## config.mk

```make
export PLATFORM = sky130hd
export DESIGN_NAME = cp0_int_ctrl
export DESIGN_NICKNAME = d
export VERILOG_FILES = /design/src/rtl/cp0_pkg.sv /design/src/rtl/cp0_int_ctrl_irq_sync.sv /design/src/rtl/cp0_int_ctrl.sv
export SDC_FILE = /design/constraint.sdc
export NUM_CORES = 1
export LEC_CHECK = 0
export BUFFER_PORTS_ARGS = -buffer_cell sky130_fd_sc_hd__buf_2
export CAP_MARGIN = 0
export CORE_ASPECT_RATIO = 1.5
export CORE_MARGIN = 5
export CORE_UTILIZATION = 50
export CTS_CLUSTER_SIZE = 40
export DETAILED_ROUTE_END_ITERATION = 7
export PLACE_DENSITY = 0.92
export SLEW_MARGIN = 25
export SYNTH_ARGS = -nofsm -noshare
export SYNTH_HDL_FRONTEND = slang
export SYNTH_HIERARCHICAL = 1
export SYNTH_SLANG_ARGS = --single-unit
```

## constraint.sdc

```tcl
create_clock -name clk -period 2.46 [get_ports clk]
set_clock_uncertainty 0.2 [all_clocks]
set_input_delay 0.246 -clock clk [delete_from_list [all_inputs] [get_ports clk]]
set_output_delay 0.246 -clock clk [all_outputs]
set_load 0.005 [all_outputs]
```

## src/rtl/cp0_pkg.sv

```systemverilog
// ----------------------------------------------------------------------------
// cp0_pkg
// Shared definitions for the coprocessor-0 interrupt controller:
//   - CP0 register numbers (Status 12, Cause 13, EPC 14)
//   - Status / Cause bit-field positions
//   - sequencer state encoding
//   - default interrupt handler vector
//   - helper that packs the architecturally visible Status word
// ----------------------------------------------------------------------------
package cp0_pkg;

  localparam logic [4:0] CP0_STATUS = 5'd12;
  localparam logic [4:0] CP0_CAUSE  = 5'd13;
  localparam logic [4:0] CP0_EPC    = 5'd14;

  // Status fields
  localparam int ST_IE_BIT   = 0;
  localparam int ST_EXL_BIT  = 1;
  localparam int ST_IM_LSB   = 8;
  localparam int ST_IM_MSB   = 15;

  // Cause fields
  localparam int CAUSE_IP_LSB = 10;
  localparam int CAUSE_IP_MSB = 15;

  // Hardware interrupt lines map onto IM[15:10], i.e. im[7:2] of the stored field
  localparam int IM_HW_LSB = CAUSE_IP_LSB - ST_IM_LSB;

  localparam logic [31:0] CP0_DEFAULT_VECTOR = 32'h0000_4180;

  typedef enum logic [1:0] {
    ST_IDLE   = 2'd0,
    ST_TAKE   = 2'd1,
    ST_RET    = 2'd2,
    ST_REFILL = 2'd3
  } cp0_state_e;

  // Pack Status; every bit outside IE/EXL/IM reads as zero.
  function automatic logic [31:0] status_word(input logic ie, input logic exl,
                                              input logic [7:0] im);
    logic [31:0] w;
    w                        = 32'd0;
    w[ST_IE_BIT]             = ie;
    w[ST_EXL_BIT]            = exl;
    w[ST_IM_MSB:ST_IM_LSB]   = im;
    return w;
  endfunction

endpackage

```

## src/rtl/cp0_int_ctrl_irq_sync.sv

```systemverilog
// ----------------------------------------------------------------------------
// irq_sync
// WIDTH-wide two-flop synchronizer for asynchronous interrupt request levels.
// Only instantiated by cp0_int_ctrl when CP0_IRQ_SYNC_EN is defined.
// Ports:
//   clk      in  1      sampling clock
//   rst_n    in  1      asynchronous active-low reset (both stages clear to 0)
//   async_i  in  WIDTH  raw request levels
//   sync_o   out WIDTH  synchronized levels, two clocks later
// ----------------------------------------------------------------------------
module irq_sync #(
  parameter int WIDTH = 6
) (
  input  logic             clk,
  input  logic             rst_n,
  input  logic [WIDTH-1:0] async_i,
  output logic [WIDTH-1:0] sync_o
);

  logic [WIDTH-1:0] meta_q;
  logic [WIDTH-1:0] sync_q;

  // Two-stage capture chain; first stage may go metastable.
  always_ff @(posedge clk or negedge rst_n) begin
    if (!rst_n) begin
      meta_q <= {WIDTH{1'b0}};
      sync_q <= {WIDTH{1'b0}};
    end else begin
      meta_q <= async_i;
      sync_q <= meta_q;
    end
  end

  assign sync_o = sync_q;

endmodule

```

## src/rtl/cp0_int_ctrl.sv

```systemverilog
// ----------------------------------------------------------------------------
// cp0_int_ctrl
// Coprocessor-0 register file (Status/Cause/EPC) plus the interrupt-entry and
// ERET sequencer of the 5-stage pipeline. Lives beside ID: consumes forwarded
// mtc0 data, supplies mfc0 read data, and drives flush / PC redirect.
//
// Configuration macro: CP0_IRQ_SYNC_EN
//   defined   : hw_int passes a 2-flop synchronizer before Cause.IP (3 cycles pin->IP)
//   undefined : hw_int is registered straight into Cause.IP (1 cycle)
//
// Ports:
//   clk, rst_n      clock (rising edge), async active-low reset
//   hw_int          level-sensitive interrupt requests
//   stall           pipeline frozen this cycle
//   valid_id        ID holds a real instruction
//   pc_id           PC of the ID instruction
//   mtc0_id/mfc0_id/eret_id   ID instruction decode
//   cp0_addr        CP0 register number
//   wdata           forwarded mtc0 data
//   rdata           mfc0 read data (combinational)
//   irq_flush       flush IF/ID and ID/EX (registered)
//   pc_redirect     select pc_target at the PC mux (registered)
//   pc_target       redirect PC (registered)
//   exl             Status.EXL
// ----------------------------------------------------------------------------
module cp0_int_ctrl
  import cp0_pkg::*;
#(
  parameter int          NUM_IRQ    = 6,
  parameter logic [31:0] VECTOR     = CP0_DEFAULT_VECTOR,
  parameter int          REFILL_CYC = 3
) (
  input  logic               clk,
  input  logic               rst_n,
  input  logic [NUM_IRQ-1:0] hw_int,
  input  logic               stall,
  input  logic               valid_id,
  input  logic [31:0]        pc_id,
  input  logic               mtc0_id,
  input  logic               mfc0_id,
  input  logic               eret_id,
  input  logic [4:0]         cp0_addr,
  input  logic [31:0]        wdata,
  output logic [31:0]        rdata,
  output logic               irq_flush,
  output logic               pc_redirect,
  output logic [31:0]        pc_target,
  output logic               exl
);

  localparam logic [2:0] REFILL_LOAD = 3'(REFILL_CYC - 1);

  logic [NUM_IRQ-1:0] hw_s;
  logic [NUM_IRQ-1:0] ip_q;
  logic [5:0]         ip_full_s;

  logic               ie_q,  ie_d;
  logic               exl_q, exl_d;
  logic [7:0]         im_q,  im_d;
  logic [31:0]        epc_q, epc_d;

  cp0_state_e         state_q, state_d;
  logic [2:0]         cnt_q,   cnt_d;

  logic               irq_flush_q, pc_redirect_q;
  logic [31:0]        pc_target_q;
  logic               redirect_d;
  logic [31:0]        target_d;

  logic               accept_s;
  logic               irq_req_s;
  logic               take_s;
  logic               ret_s;
  logic               mtc0_we_s;

`ifdef CP0_IRQ_SYNC_EN
  irq_sync #(.WIDTH(NUM_IRQ)) u_irq_sync (
    .clk     (clk),
    .rst_n   (rst_n),
    .async_i (hw_int),
    .sync_o  (hw_s)
  );
`else
  assign hw_s = hw_int;
`endif

  // Widen IP to the full 6-bit Cause field; missing lines read as zero.
  always_comb begin
    ip_full_s              = 6'd0;
    ip_full_s[NUM_IRQ-1:0] = ip_q;
  end

  assign accept_s  = valid_id & ~stall;
  assign irq_req_s = ie_q & ~exl_q &
                     (|(ip_full_s & im_q[7:IM_HW_LSB]));

  // Sequencer next state; ERET is checked first so it wins over an interrupt.
  always_comb begin
    state_d = state_q;
    cnt_d   = cnt_q;
    take_s  = 1'b0;
    ret_s   = 1'b0;
    case (state_q)
      ST_IDLE: begin
        if (accept_s && eret_id) begin
          state_d = ST_RET;
          ret_s   = 1'b1;
        end else if (accept_s && irq_req_s) begin
          state_d = ST_TAKE;
          take_s  = 1'b1;
        end else begin
          state_d = ST_IDLE;
        end
      end
      ST_TAKE, ST_RET: begin
        if (stall) begin
          state_d = state_q;
        end else begin
          state_d = ST_REFILL;
          cnt_d   = REFILL_LOAD;
        end
      end
      ST_REFILL: begin
        if (stall) begin
          cnt_d = cnt_q;
        end else if (cnt_q == 3'd0) begin
          state_d = ST_IDLE;
        end else begin
          cnt_d = cnt_q - 3'd1;
        end
      end
      default: begin
        state_d = ST_IDLE;
        cnt_d   = 3'd0;
      end
    endcase
  end

  // A taken interrupt squashes the ID instruction, including its mtc0 write.
  assign mtc0_we_s = mtc0_id & accept_s & ~take_s;

  // CP0 register next values.
  always_comb begin
    ie_d  = ie_q;
    exl_d = exl_q;
    im_d  = im_q;
    epc_d = epc_q;
    if (take_s) begin
      epc_d = pc_id;
      exl_d = 1'b1;
    end else if (mtc0_we_s) begin
      case (cp0_addr)
        CP0_STATUS: begin
          ie_d  = wdata[ST_IE_BIT];
          exl_d = wdata[ST_EXL_BIT];
          im_d  = wdata[ST_IM_MSB:ST_IM_LSB];
        end
        CP0_EPC: begin
          epc_d = wdata;
        end
        default: begin
          epc_d = epc_q;
        end
      endcase
    end else begin
      epc_d = epc_q;
    end
    if (ret_s) begin
      exl_d = 1'b0;
    end else begin
      ie_d = ie_d;
    end
  end

  // Redirect outputs follow the state being entered, so they appear one
  // cycle after the accepting edge and hold while the pipeline is stalled.
  always_comb begin
    redirect_d = 1'b0;
    target_d   = 32'd0;
    case (state_d)
      ST_TAKE: begin
        redirect_d = 1'b1;
        target_d   = VECTOR;
      end
      ST_RET: begin
        redirect_d = 1'b1;
        target_d   = epc_q;
      end
      default: begin
        redirect_d = 1'b0;
        target_d   = 32'd0;
      end
    endcase
  end

  // mfc0 read mux; no bypass of a same-cycle write.
  always_comb begin
    rdata = 32'd0;
    if (mfc0_id) begin
      case (cp0_addr)
        CP0_STATUS: rdata = status_word(ie_q, exl_q, im_q);
        CP0_CAUSE:  rdata[CAUSE_IP_MSB:CAUSE_IP_LSB] = ip_full_s;
        CP0_EPC:    rdata = epc_q;
        default:    rdata = 32'd0;
      endcase
    end else begin
      rdata = 32'd0;
    end
  end

  // State, CP0 registers, IP sampling and registered redirect outputs.
  always_ff @(posedge clk or negedge rst_n) begin
    if (!rst_n) begin
      state_q       <= ST_IDLE;
      cnt_q         <= 3'd0;
      ip_q          <= {NUM_IRQ{1'b0}};
      ie_q          <= 1'b0;
      exl_q         <= 1'b0;
      im_q          <= 8'd0;
      epc_q         <= 32'd0;
      irq_flush_q   <= 1'b0;
      pc_redirect_q <= 1'b0;
      pc_target_q   <= 32'd0;
    end else begin
      state_q       <= state_d;
      cnt_q         <= cnt_d;
      ip_q          <= hw_s;
      ie_q          <= ie_d;
      exl_q         <= exl_d;
      im_q          <= im_d;
      epc_q         <= epc_d;
      irq_flush_q   <= redirect_d;
      pc_redirect_q <= redirect_d;
      pc_target_q   <= target_d;
    end
  end

  assign irq_flush   = irq_flush_q;
  assign pc_redirect = pc_redirect_q;
  assign pc_target   = pc_target_q;
  assign exl         = exl_q;

endmodule
```

# Yosys cells after proc, flatten, opt, wreduce, memory -nomap -nowiden
# Index checks and enable logic that the tools add are counted.
# totals
ff_bits	86
inputBits	82
out_inout_bits	67
wordCells	74
# op_classes
n_mux	28
n_bitwise	9
n_reduce_logical	16
eq_ne	11
n_addsub	1
# ops
op	count
32-bit two-way mux	4
32-bit case mux with 2 select lines	1
10-bit case mux with 2 select lines	1
6-bit case mux with 3 select lines	1
16-bit two-way mux	1
5-bit by 4-bit == test with 1-bit output, second input constant	3
1-bit two-way mux	11
3-bit two-way mux	3
2-bit two-way mux	4
6-bit bitwise AND	1
2-bit == test, second input constant	3
2-bit != test, second input constant	3
2-bit case mux with 3 select lines	1
3-bit case mux with 2 select lines	1
2-bit nonzero test	3
3-bit nonzero test	2
6-bit OR reduction	1
1-bit bitwise AND	5
2-bit by 1-bit == test with 1-bit output, second input constant	2
2-bit AND reduction	2
4-bit AND reduction	1
2-bit OR reduction	2
3-bit zero test	1
1-bit NOT	3
other kinds (4)	5

# Longest topological paths before layout
# Gate-level depths: netlist of the first run.
# logic_depth
depth_word	12
ltp_mapped	11
ltp_nobuf	10

# Worst setup path after synthesis of the first run
# No wires, ideal clock.
# synth_timing
path_type	reg-to-reg
from	register cnt_q[0]
to	register pc_target_q[7], in the netlist pc_target[7]
setup_time_ns	0.119
arrival_ns	1.819
path_stages_with_launch	12
n_path_buf	1
path_slack_ns	0.322
required_ns	2.141
synth_period_minus_slack_ns	2.138
path_cell_list	dfrtp_1 > inv_1 > ha_1 > ha_1 > nand2b_1 > a21oi_1 > nor3_1 > a31o_2 > ha_1 > clkbuf_1 > a21oi_1 > nor2_1
# synth_via
elab_chain_cells	6
elab_cells_between_ends	7
cone_classes	eq/ne: 2; mux: 4; reduce/logical: 1
# synth_lines
element	line	source
start: declaration	cp0_int_ctrl.sv:63	logic [2:0] cnt_q, cnt_d;
start signal: assignment	cp0_int_ctrl.sv:226	cnt_q <= cnt_d;
3-bit zero test *	cp0_int_ctrl.sv:126	end else if (cnt_q == 3'd0) begin
2-bit two-way mux *	cp0_int_ctrl.sv:126	
2-bit two-way mux *	cp0_int_ctrl.sv:124	if (stall) begin
2-bit case mux with 3 select lines *	cp0_int_ctrl.sv:103	case (state_q)
named net state_d[1]	cp0_int_ctrl.sv:62	cp0_state_e state_q, state_d;
2-bit == test or 2-bit by 1-bit == test with 1-bit output (tied branches)	cp0_int_ctrl.sv:180	case (state_d)
32-bit case mux with 2 select lines *	cp0_int_ctrl.sv:180	
named net target_d[7]	cp0_int_ctrl.sv:68	logic [31:0] target_d;
end signal: assignment	cp0_int_ctrl.sv:234	pc_target_q <= target_d;
end: declaration	cp0_int_ctrl.sv:66	logic [31:0] pc_target_q;
# Mark *: on every way through the listed nets, which the timed path passes. The rest lies on a longest branch.
# A chain may end at the register's enable or synchronous reset.

# Final worst setup path of the first run
# layout_timing
from	register cnt_q[0]
to	register pc_target_q[8], in the netlist pc_target[8]
# The elaborated chain is that of the path after synthesis.

==> key figures, run 1 <==
Clock network
  • TritonCTS clock tree: built
  • TritonCTS Sinks: 86
  • Root Buffer: clkbuf_16
  • TritonCTS buffer count: 9
  • H-tree lvl count: 3
  • Clock Path Buffers: 2
  • Worst-skew pair later-pin latency: 0.33 ns
  • CTS clk-pin slew, worst paths: 0.06 ns

Routing
  • DRT Wirelength: 12300 um
  • # DRC: 0
  • Initial drt markers: 192
  • Via density: 5.36
  • DR WL/cell: 18.4 um
  • Final ANT Viol Nets: 0
  • Via Count: 3583
  • DR pass1 iterations: 4

Cells and area
  • Util after Layout: 71.6%
  • Area growth from synthesis to layout: 39.8%
  • # nets final: 647
  • Fillers: 538
  • Layout cells sized above 1: 40.1%
  • Design area: 5770 um2

Place
  • Place WS: 0.113 ns
  • RePlAce Congestion: 0.850
  • Placed Area: 4970 um2
  • Dpl hpwl: 8320 um
  • # port buffers: 148

Timing
  • Achievable Freq: 434 MHz
  • Worst setup margin: 0.154 ns
  • Period utilization: 93.7%
  • Hold slack: -0.000331 ns
  • Final setup TNS: 0 ns
  • Tightest Pin Transition: 0.604 ns
  • Max_slew headroom: 59.8%
  • Final hold viol count: 1
  • Final Critical Period: 2.31 ns
  • Setup Viol. Count Final: 0
  • Fin. max-slew vios: 0

Power
  • Combinational power share: 14.6%
  • Leak: 2.85 nW
  • Clock share of power: 38.4%
  • Cell internal pwr: 2.58 mW
  • Max IR drop VDD: 524 uV
  • Reg power frac: 47.0%
  • Net Sw Frac: 25.2%
  • Sw power: 0.869 mW
  • Pwr Density: 597 nW/um2

Worst setup path
  • CP Data Required Time: 2.48 ns
  • Reg2Reg Depth: 11
  • R2r startpoint: cnt_q[0]
  • Startpoint type of the worst setup path: flop
  • RR Endpoint: pc_target[8]
  • Worst setup EP type: flop
  • Critical path peak fanout: 32
  • Reg2reg setup slack: 0.15 ns
  • CP Data Arrival Time: 2.33 ns
  • Worst Setup Path Type: flop to flop

Logic synthesis
  • Ys async rst share: 100%
  • Main synth FF type: dfrtp_1
  • Post-synth EDFFs: 0
  • Yosys cell types: 35
  • Top post-synthesis cells by count: 86 x dfrtp_1, 51 x and2_1, 43 x mux2i_1
  • Top cell type's share of synthesized area: 52.2%
  • Top-count cell post-synth: dfrtp_1
  • Ranking of synthesized cells by area: dfrtp_1 52%, mux2i_1 10%, and2_1 7.7%
  • Ys Warns: 6
  • Largest area contributor in the synthesized netlist: dfrtp_1
  • Post-Syn Instances: 365
  • Syn Std Cell Area: 4130 um2
  • Synth Area per Inst: 11.3 um2
  • Synthesis-stage register bit count: 86
  • Net Count, Synth: 454
  • Share of the yosys chip area belonging to registers: 52.2%

Global routing
  • Grt ovf: 0
  • Initial antenna violation count: 0
  • First-pass GRT wire length: 19500 um
  • Total GRT Usage: 24.7%
  • Pin count of the biggest net entering global routing: 47
  • Number of global-route vias before repair: 4027

Die
  • Rows: 40
  • Die height: 121 um
  • Die Area: 10200 um2
  • Die outline width: 84.2 um
  • Initial Util: 51.2%
  • Core ar.: 8060 um2
  • IO Pins: 149

Worst hold path
  • HP Class: input pin to flop
  • Hold Path End: epc_q[8]
  • Worst Min Path Start: pc_id[8]
  • WHS Path Cells: 3

Run
  • Max-cap violations: 0

Status
  • Failing checks: hold timing
  • Status: finished, violations left
-- per-stage QoR --
step                      instances  total power, mW
after floorplan                 365             1.86
after global placement          604             2.05
after detailed placement        604             2.08
after CTS                       668             3.45
after global routing            668             3.58
final                           669             3.45
-- flip-flops by register name, indices dropped and copies added, names as in the netlist --
register / flops
epc_q: 32
pc_target: 32
im_q: 8
ip_full_s: 6
cnt_q: 3
state_q: 2
exl: 1
ie_q: 1
pc_redirect: 1
-- worst max path at each step --
| stage | start | to | depth (start not counted) |
|---|---|---|---|
| after floorplan | cnt_q[0] | pc_target[7] | 11 |
| after global placement | cnt_q[0] | pc_target[7] | 11 |
| after detailed placement | cnt_q[0] | pc_target[8] | 11 |
| after CTS | cnt_q[0] | pc_target[8] | 11 |
| after global routing | cnt_q[0] | pc_target[8] | 11 |
| final | cnt_q[0] | pc_target[8] | 11 |
-- layout make-up --
type	instances	area, um2	area share (%)
Antenna cell	1	2.50	0.0434
Clock inverter	2	13.8	0.239
Inverter	8	30.0	0.520
Multi-Input combinational cell	247	1830	31.7
Sequential cell	86	2150	37.3
Tap cell	105	131	2.28
Clock buffer	14	284	4.92
Timing Repair Buffer	206	1330	23.0
-- cells in the final DEF, fill, tap and decap left out, types with 2 or more instances in the layout --
cell type,n
buf_2,147
dfrtp_1,86
and2_1,51
dlygate4sd3_1,48
mux2i_1,43
nor3_1,35
a21oi_2,34
nor2_1,25
mux2_2,10
a21oi_1,9
clkbuf_16,9
inv_1,8
buf_4,8
ha_1,6
nand2_1,5
a22oi_1,4
clkbuf_8,4
and3_1,2
nand3_1,2
nor2b_1,2
o21ai_0,2
a22o_1,2
buf_12,2
-- layer usage --
| layer | vias up | share of wire [%] | global-route usage (%) |
|---|---|---|---|
| met2 | 149 | 53 | 43.1 |
| met3 | 60 | 5.2 | 5.91 |
| met5 | - | 0 | 0 |
| li1 | 1643 | - | - |
| met4 | 0 | 6.2 | 17.7 |
| met1 | 1731 | 35 | 25.5 |
-- logic make-up after synthesis --
logic type	count (synthesis)	share of synthesized area, %
DFF	86	52.2
muxes	53	13.2
buffers and inverters	32	3.94
AOI/OAI and AO/OA	57	10.5
and+or+nand+nor	130	18.1
adders and majority gates	7	2.12
-- power groups by stage --
| stage | registers (mW) | logic (mW) | clock network [mW] |
|---|---|---|---|
| 3_5_place_dp | 1.64 | 0.436 | 0 |
| 6_report | 1.62 | 0.503 | 1.32 |
| 2_1_floorplan | 1.61 | 0.258 | 0 |
| 4_1_cts | 1.62 | 0.495 | 1.34 |
| 3_3_place_gp | 1.63 | 0.416 | 0 |
| 5_1_grt | 1.63 | 0.551 | 1.39 |
-- repair_timing --
| item | CTS | global route |
|---|---|---|
| hold buffers | 48 | 0 |
| endpoints found under the setup margin | 0 | 32 |
| setup buffers | 0 | 0 |
| endpoints found under the hold margin | 92 | 0 |
| resized for setup | 0 | 6 |
-- worst max-delay path: stages, from the launching register on --
cell	delay, ns
dfrtp_1	0.39
inv_1	0.09
ha_1	0.15
ha_2	0.21
nand2b_1	0.08
a21oi_2	0.19
nor3_1	0.08
a31o_2	0.23
ha_1	0.19
buf_6	0.18
a21oi_2	0.15
nor2_1	0.05
Note: power is estimated with default switching activity, not from simulation.
==> run 2, diff against run 1 <==
--- a/config.mk
+++ b/config.mk
@@ -13,6 +13,7 @@
 export CTS_CLUSTER_SIZE = 40
 export DETAILED_ROUTE_END_ITERATION = 7
 export PLACE_DENSITY = 0.92
+export REMOVE_ABC_BUFFERS = 1
 export SLEW_MARGIN = 25
 export SYNTH_ARGS = -nofsm -noshare
 export SYNTH_HDL_FRONTEND = slang
==> run 2 against run 1 <==
The run now ends clean; register-to-register slack got worse by 0.14 ns; global-route usage increased by 0.16 points; critical path depth decreased by 1; via count increased by 1.2%; worst setup slack got worse by 0.14 ns; die area unchanged.
==> key figures, run 2 (synthesized netlist as in run 1, its figures left out) <==
Status
  • Status: finished, final reports clean

Timing
  • Final setup TNS: 0 ns
  • Setup Viol. Count Final: 0
  • Period utilization: 99.6%
  • Max_slew headroom: 65.4%
  • Tightest Pin Transition: 0.518 ns
  • Hold slack: 0.0209 ns
  • Final Critical Period: 2.45 ns
  • Fin. max-slew vios: 0
  • Final hold viol count: 0
  • Worst setup margin: 0.00993 ns
  • Achievable Freq: 408 MHz

Place
  • # port buffers: 148
  • Place WS: 0.0852 ns
  • Placed Area: 4980 um2
  • RePlAce Congestion: 0.843
  • Dpl hpwl: 7790 um
  • Placed instance count: 606

Global routing
  • Grt ovf: 0
  • Number of global-route vias before repair: 3882
  • First-pass GRT wire length: 19800 um
  • Pin count of the biggest net entering global routing: 50
  • Initial antenna violation count: 0
  • Total GRT Usage: 24.9%

Worst setup path
  • CP most frequent cell: nor2_1
  • Reg2Reg Depth: 10
  • Worst Setup Path Type: flop to flop
  • Worst setup EP type: flop
  • Critical path peak fanout: 7
  • R2r startpoint: state_q[1]
  • Slowest CP cell: dfrtp_1
  • CP peak stage delay: 0.40 ns
  • RR Endpoint: pc_target[8]
  • Reg2reg setup slack: 0.01 ns
  • Crit-path cells: inv_1 > ha_2 > nor2b_2 > nor2_1 > nor3_2 > a31o_2 > ha_1 > buf_4 > a21oi_1 > nor2_1
  • CP Data Required Time: 2.47 ns
  • CP Data Arrival Time: 2.46 ns
  • Startpoint type of the worst setup path: flop

Cells and area
  • Most frequent cells in the layout: 147 x buf_2, 86 x dfrtp_1, 51 x and2_1, 49 x dlygate4sd3_1, 43 x mux2i_1
  • Non-Filler Instances: 670
  • Layout cells sized above 1: 40.4%
  • # nets final: 650
  • Design area: 5780 um2
  • Most common cell after layout, fill and taps aside: buf_2
  • Util after Layout: 71.7%
  • Fillers: 540
  • Area growth from synthesis to layout: 40.0%

Die
  • Core ar.: 8060 um2
  • Rows: 40
  • IO Pins: 149
  • Die Area: 10200 um2
  • Die height: 121 um
  • Initial Util: 51.2%
  • Die outline width: 84.2 um

Routing
  • DR pass1 iterations: 5
  • Initial drt markers: 192
  • Via density: 5.41
  • Via Count: 3626
  • # DRC: 0
  • DR WL/cell: 18.4 um
  • Final ANT Viol Nets: 0
  • DRT Wirelength: 12300 um

Clock network
  • Clock Path Buffers: 2
  • TritonCTS clock tree: built
  • Worst-skew pair later-pin latency: 0.34 ns
  • TritonCTS buffer count: 9
  • TritonCTS Sinks: 86
  • CTS clk-pin slew, worst paths: 0.06 ns
  • Root Buffer: clkbuf_16
  • H-tree lvl count: 3
  • Post-CTS setup repair buffer count: 0

Power
  • Cell internal pwr: 2.48 mW
  • Net Sw Frac: 25.0%
  • Pwr Density: 573 nW/um2
  • Max IR drop VDD: 425 uV
  • Combinational power share: 15.2%
  • Clock share of power: 36.0%
  • Sw power: 0.827 mW
  • Reg power frac: 48.8%
  • Leak: 2.85 nW
  • Pwr Total: 3.31 mW

Worst hold path
  • Hold Path End: epc_q[5]
  • Worst Min Path Start: wdata[5]
  • HP Class: input pin to flop
  • WHS Path Cells: 3

Run
  • Max-cap violations: 0
run 2: changes by cell type in the layout (fill, tap and decap cells not counted), sizes merged:
| cell | change |
|---|---|
| buf | +2 |
| clkbuf | -2 |
| dlygate4sd3 | +1 |
run 2: worst max path at each step:
stage | from | endpoint | slack (ns) | cells after the start
after floorplan | im_q[6] | epc_q[7] | -0.41 | 4
after global placement | cnt_q[0] | pc_target[14] | 0.25 | 11
after detailed placement | cnt_q[0] | pc_target[14] | 0.09 | 11
after CTS | cnt_q[0] | pc_target[14] | 0.05 | 11
after global routing | state_q[0] | pc_target[8] | -0.04 | 10
final | state_q[1] | pc_target[8] | 0.01 | 10
run 2: power by group through the flow:
stage | Sequential (mW) | Combinational (mW) | Clock [mW]
after global placement | 1.63 | 0.414 | 0
after floorplan | 1.61 | 0.235 | 0
final | 1.61 | 0.503 | 1.19
after global routing | 1.63 | 0.547 | 1.27
after CTS | 1.61 | 0.492 | 1.22
after detailed placement | 1.64 | 0.430 | 0
run 2: area by class of cell:
class	instances	area (um2)	share of cell area [%]
timing repair buffer	209	1350	23.4
clock buffer	12	246	4.27
antenna	1	2.50	0.0433
sequential	86	2150	37.3
tap	105	131	2.27
clock inverter	2	10.0	0.173
inverter	8	30.0	0.520
multi-input combinational	247	1850	32.1
run 2: metal layers:
| metal | part of all wire, % | wire, um | global-route usage, % |
|---|---|---|---|
| met4 | 4.5 | 556 | 13.7 |
| met1 | 36 | 4430 | 27.0 |
| met5 | 0 | 0 | 0 |
| met2 | 52 | 6410 | 43.8 |
| met3 | 7.4 | 917 | 6.18 |
run 2: worst max-delay path, delay by kind of cell (launching register included):
| family | cells | cell delay (ns) |
|---|---|---|
| buffers and inverters | 2 | 0.27 |
| AOI/OAI and AO/OA | 2 | 0.41 |
| adders and majority gates | 2 | 0.52 |
| DFF | 1 | 0.40 |
| and+or+nand+nor | 4 | 0.53 |
run 2: timing repair:
action | 4_1_cts | 5_1_grt
hold endpoints to repair | 85 | 0
hold buffers | 49 | 0
setup endpoints to repair | 0 | 32
gates resized for setup | 0 | 10
==> run 3, diff against run 2 <==
==> constraint.sdc (replaced) <==
create_clock -name clk -period 2.75 [get_ports clk]
set_clock_uncertainty 0.2 [all_clocks]
set_input_delay 0.275 -clock clk [delete_from_list [all_inputs] [get_ports clk]]
set_output_delay 0.275 -clock clk [all_outputs]
set_load 0.005 [all_outputs]
==> run 3 against run 2 <==
Worst setup slack gained 0.33 ns; sequential share of layout area grew 0.54 points; via count shrank 3.1%; core utilization shrank 1.0 points; wire length shrank 4.7%; first-iteration DRC count grew 6.8%; worst hold slack lost 0.010 ns; count of clock-buffer cells in the layout is the same; global-route usage shrank 1.2 points; final cell count shrank 1.6%; combinational power shrank 15%; sequential power shrank 11%; critical endpoint is now im_q[4]; largest cell class unchanged.
==> key figures, run 3 (synthesized netlist as in run 1, its figures left out) <==
Status
  • Status: finished, final reports clean

Worst setup path
  • Worst setup EP type: flop
  • CP Data Arrival Time: 2.43 ns
  • CP Data Required Time: 2.77 ns
  • Critical path peak fanout: 13
  • Startpoint type of the worst setup path: input pin
  • Worst Setup Path Type: input pin to flop

Timing
  • Setup Viol. Count Final: 0
  • Worst setup margin: 0.344 ns
  • Final setup TNS: 0 ns
  • Achievable Freq: 416 MHz
  • Period utilization: 87.5%
  • Final hold viol count: 0
  • Tightest Pin Transition: 0.584 ns
  • Final Critical Period: 2.41 ns
  • RSZ-0062 raised after global routing: no
  • Max_slew headroom: 61.1%
  • Fin. max-slew vios: 0

Die
  • Rows: 40
  • Die outline width: 84.2 um
  • Die Area: 10200 um2
  • Core ar.: 8060 um2
  • Die height: 121 um
  • Initial Util: 51.2%
  • IO Pins: 149

Run
  • Max-cap violations: 0

Global routing
  • Initial antenna violation count: 0
  • Number of global-route vias before repair: 3820
  • Grt ovf: 0
  • Total GRT Usage: 23.7%
  • First-pass GRT wire length: 19000 um
  • Pin count of the biggest net entering global routing: 44

Clock network
  • TritonCTS Sinks: 86
  • Clock Path Buffers: 2
  • Worst-skew pair later-pin latency: 0.34 ns
  • TritonCTS buffer count: 9
  • H-tree lvl count: 3
  • CTS clk-pin slew, worst paths: 0.06 ns
  • TritonCTS clock tree: built
  • Root Buffer: clkbuf_16

Cells and area
  • Non-Filler Instances: 659
  • # nets final: 638
  • Most common cell after layout, fill and taps aside: buf_2
  • Register area: 2150 um2
  • Area of the multi-input gates: 1820 um2
  • Area growth from synthesis to layout: 38.0%
  • Fillers: 557
  • Layout cells sized above 1: 39.4%
  • Most frequent cells in the layout: 147 x buf_2, 86 x dfrtp_1, 51 x and2_1, 43 x mux2i_1, 41 x dlygate4sd3_1

Place
  • Dpl hpwl: 7630 um
  • RePlAce Congestion: 0.833
  • Placed instance count: 602
  • Place WS: -0.109 ns
  • # port buffers: 148

Power
  • Pwr Total: 3.16 mW
  • Max IR drop VDD: 451 uV
  • Pwr Density: 555 nW/um2
  • Leak: 2.81 nW

Worst hold path
  • HP Class: input pin to flop

Routing
  • Final ANT Viol Nets: 0
  • Initial drt markers: 205
  • Met3 routed wirelength: 743 um
  • Met2 WL post-DR: 6210 um
  • Metal1 wirelength: 4480 um
  • DR pass1 iterations: 4
  • Via Count: 3512
  • Top Layer Used: met4
  • Via density: 5.33
  • # DRC: 0
  • DR WL/cell: 17.8 um
  • DRT Wirelength: 11700 um
run 3: critical path, cell delays in order:
cell and delay (ns):
dlygate4sd3_1 0.54, buf_2 0.15, nor2_1 0.18, nand4_2 0.17, buf_4 0.23, o21ai_2 0.48, mux2_2 0.40
run 3: cell type report:
type,instances,share of cell area (%)
Antenna cell,1,0.0439
Clock buffer,12,4.33
Clock inverter,3,1.21
Inverter,8,0.527
Multi-Input combinational cell,247,32.0
Sequential cell,86,37.8
Tap cell,105,2.31
Timing Repair Buffer,197,21.8
run 3: report_power, final:
| part | leakage (nW) | switching, mW | internal, mW | total (mW) |
|---|---|---|---|---|
| clock | 0.153 | 0.476 | 0.818 | 1.29 |
| combinational | 1.50 | 0.214 | 0.216 | 0.430 |
| sequential | 1.16 | 0.0717 | 1.37 | 1.44 |
run 3: final timing paths:
path	endpoint	slack (ns)	startpoint	depth (start not counted)
max in group asynchronous	pc_target[24]	1.37	rst_n	3
min in group asynchronous	pc_target[0]	0.27	rst_n	2
min reg2reg	pc_target[31]	0.31	epc_q[31]	1
min	epc_q[14]	0.01	pc_id[14]	3
max	im_q[4]	0.34	eret_id	7
max reg2reg	epc_q[19]	0.38	im_q[6]	6
run 3: metrics by stage:
| step | cell area [um2] | hold WS (ns) | util, % |
|---|---|---|---|
| after floorplan | 3990 | -0.221 | - |
| final | 5690 | 0.0105 | 70.7 |
| after global routing | 5690 | 0.0122 | 70.6 |
| after CTS | 5680 | 0.00162 | 70.5 |
| after global placement | 4950 | 0.0860 | 61.5 |
| after detailed placement | 4950 | 0.0975 | 61.5 |
run 3: timing repair:
action | 4_1_cts | 5_1_grt
buffers inserted | 0 | 0
hold endpoints to repair | 81 | 0
resized for setup | 1 | 1
setup endpoints to repair | 32 | 2
pin swaps | 0 | 0
hold buffers | 41 | 0
run 3: metal layers:
metal / track usage [%] / up-vias
met2: 41.4 / 140
met1: 27.1 / 1720
met4: 11.6 / 0
met5: 0 / -
met3: 5.30 / 26
li1: - / 1626
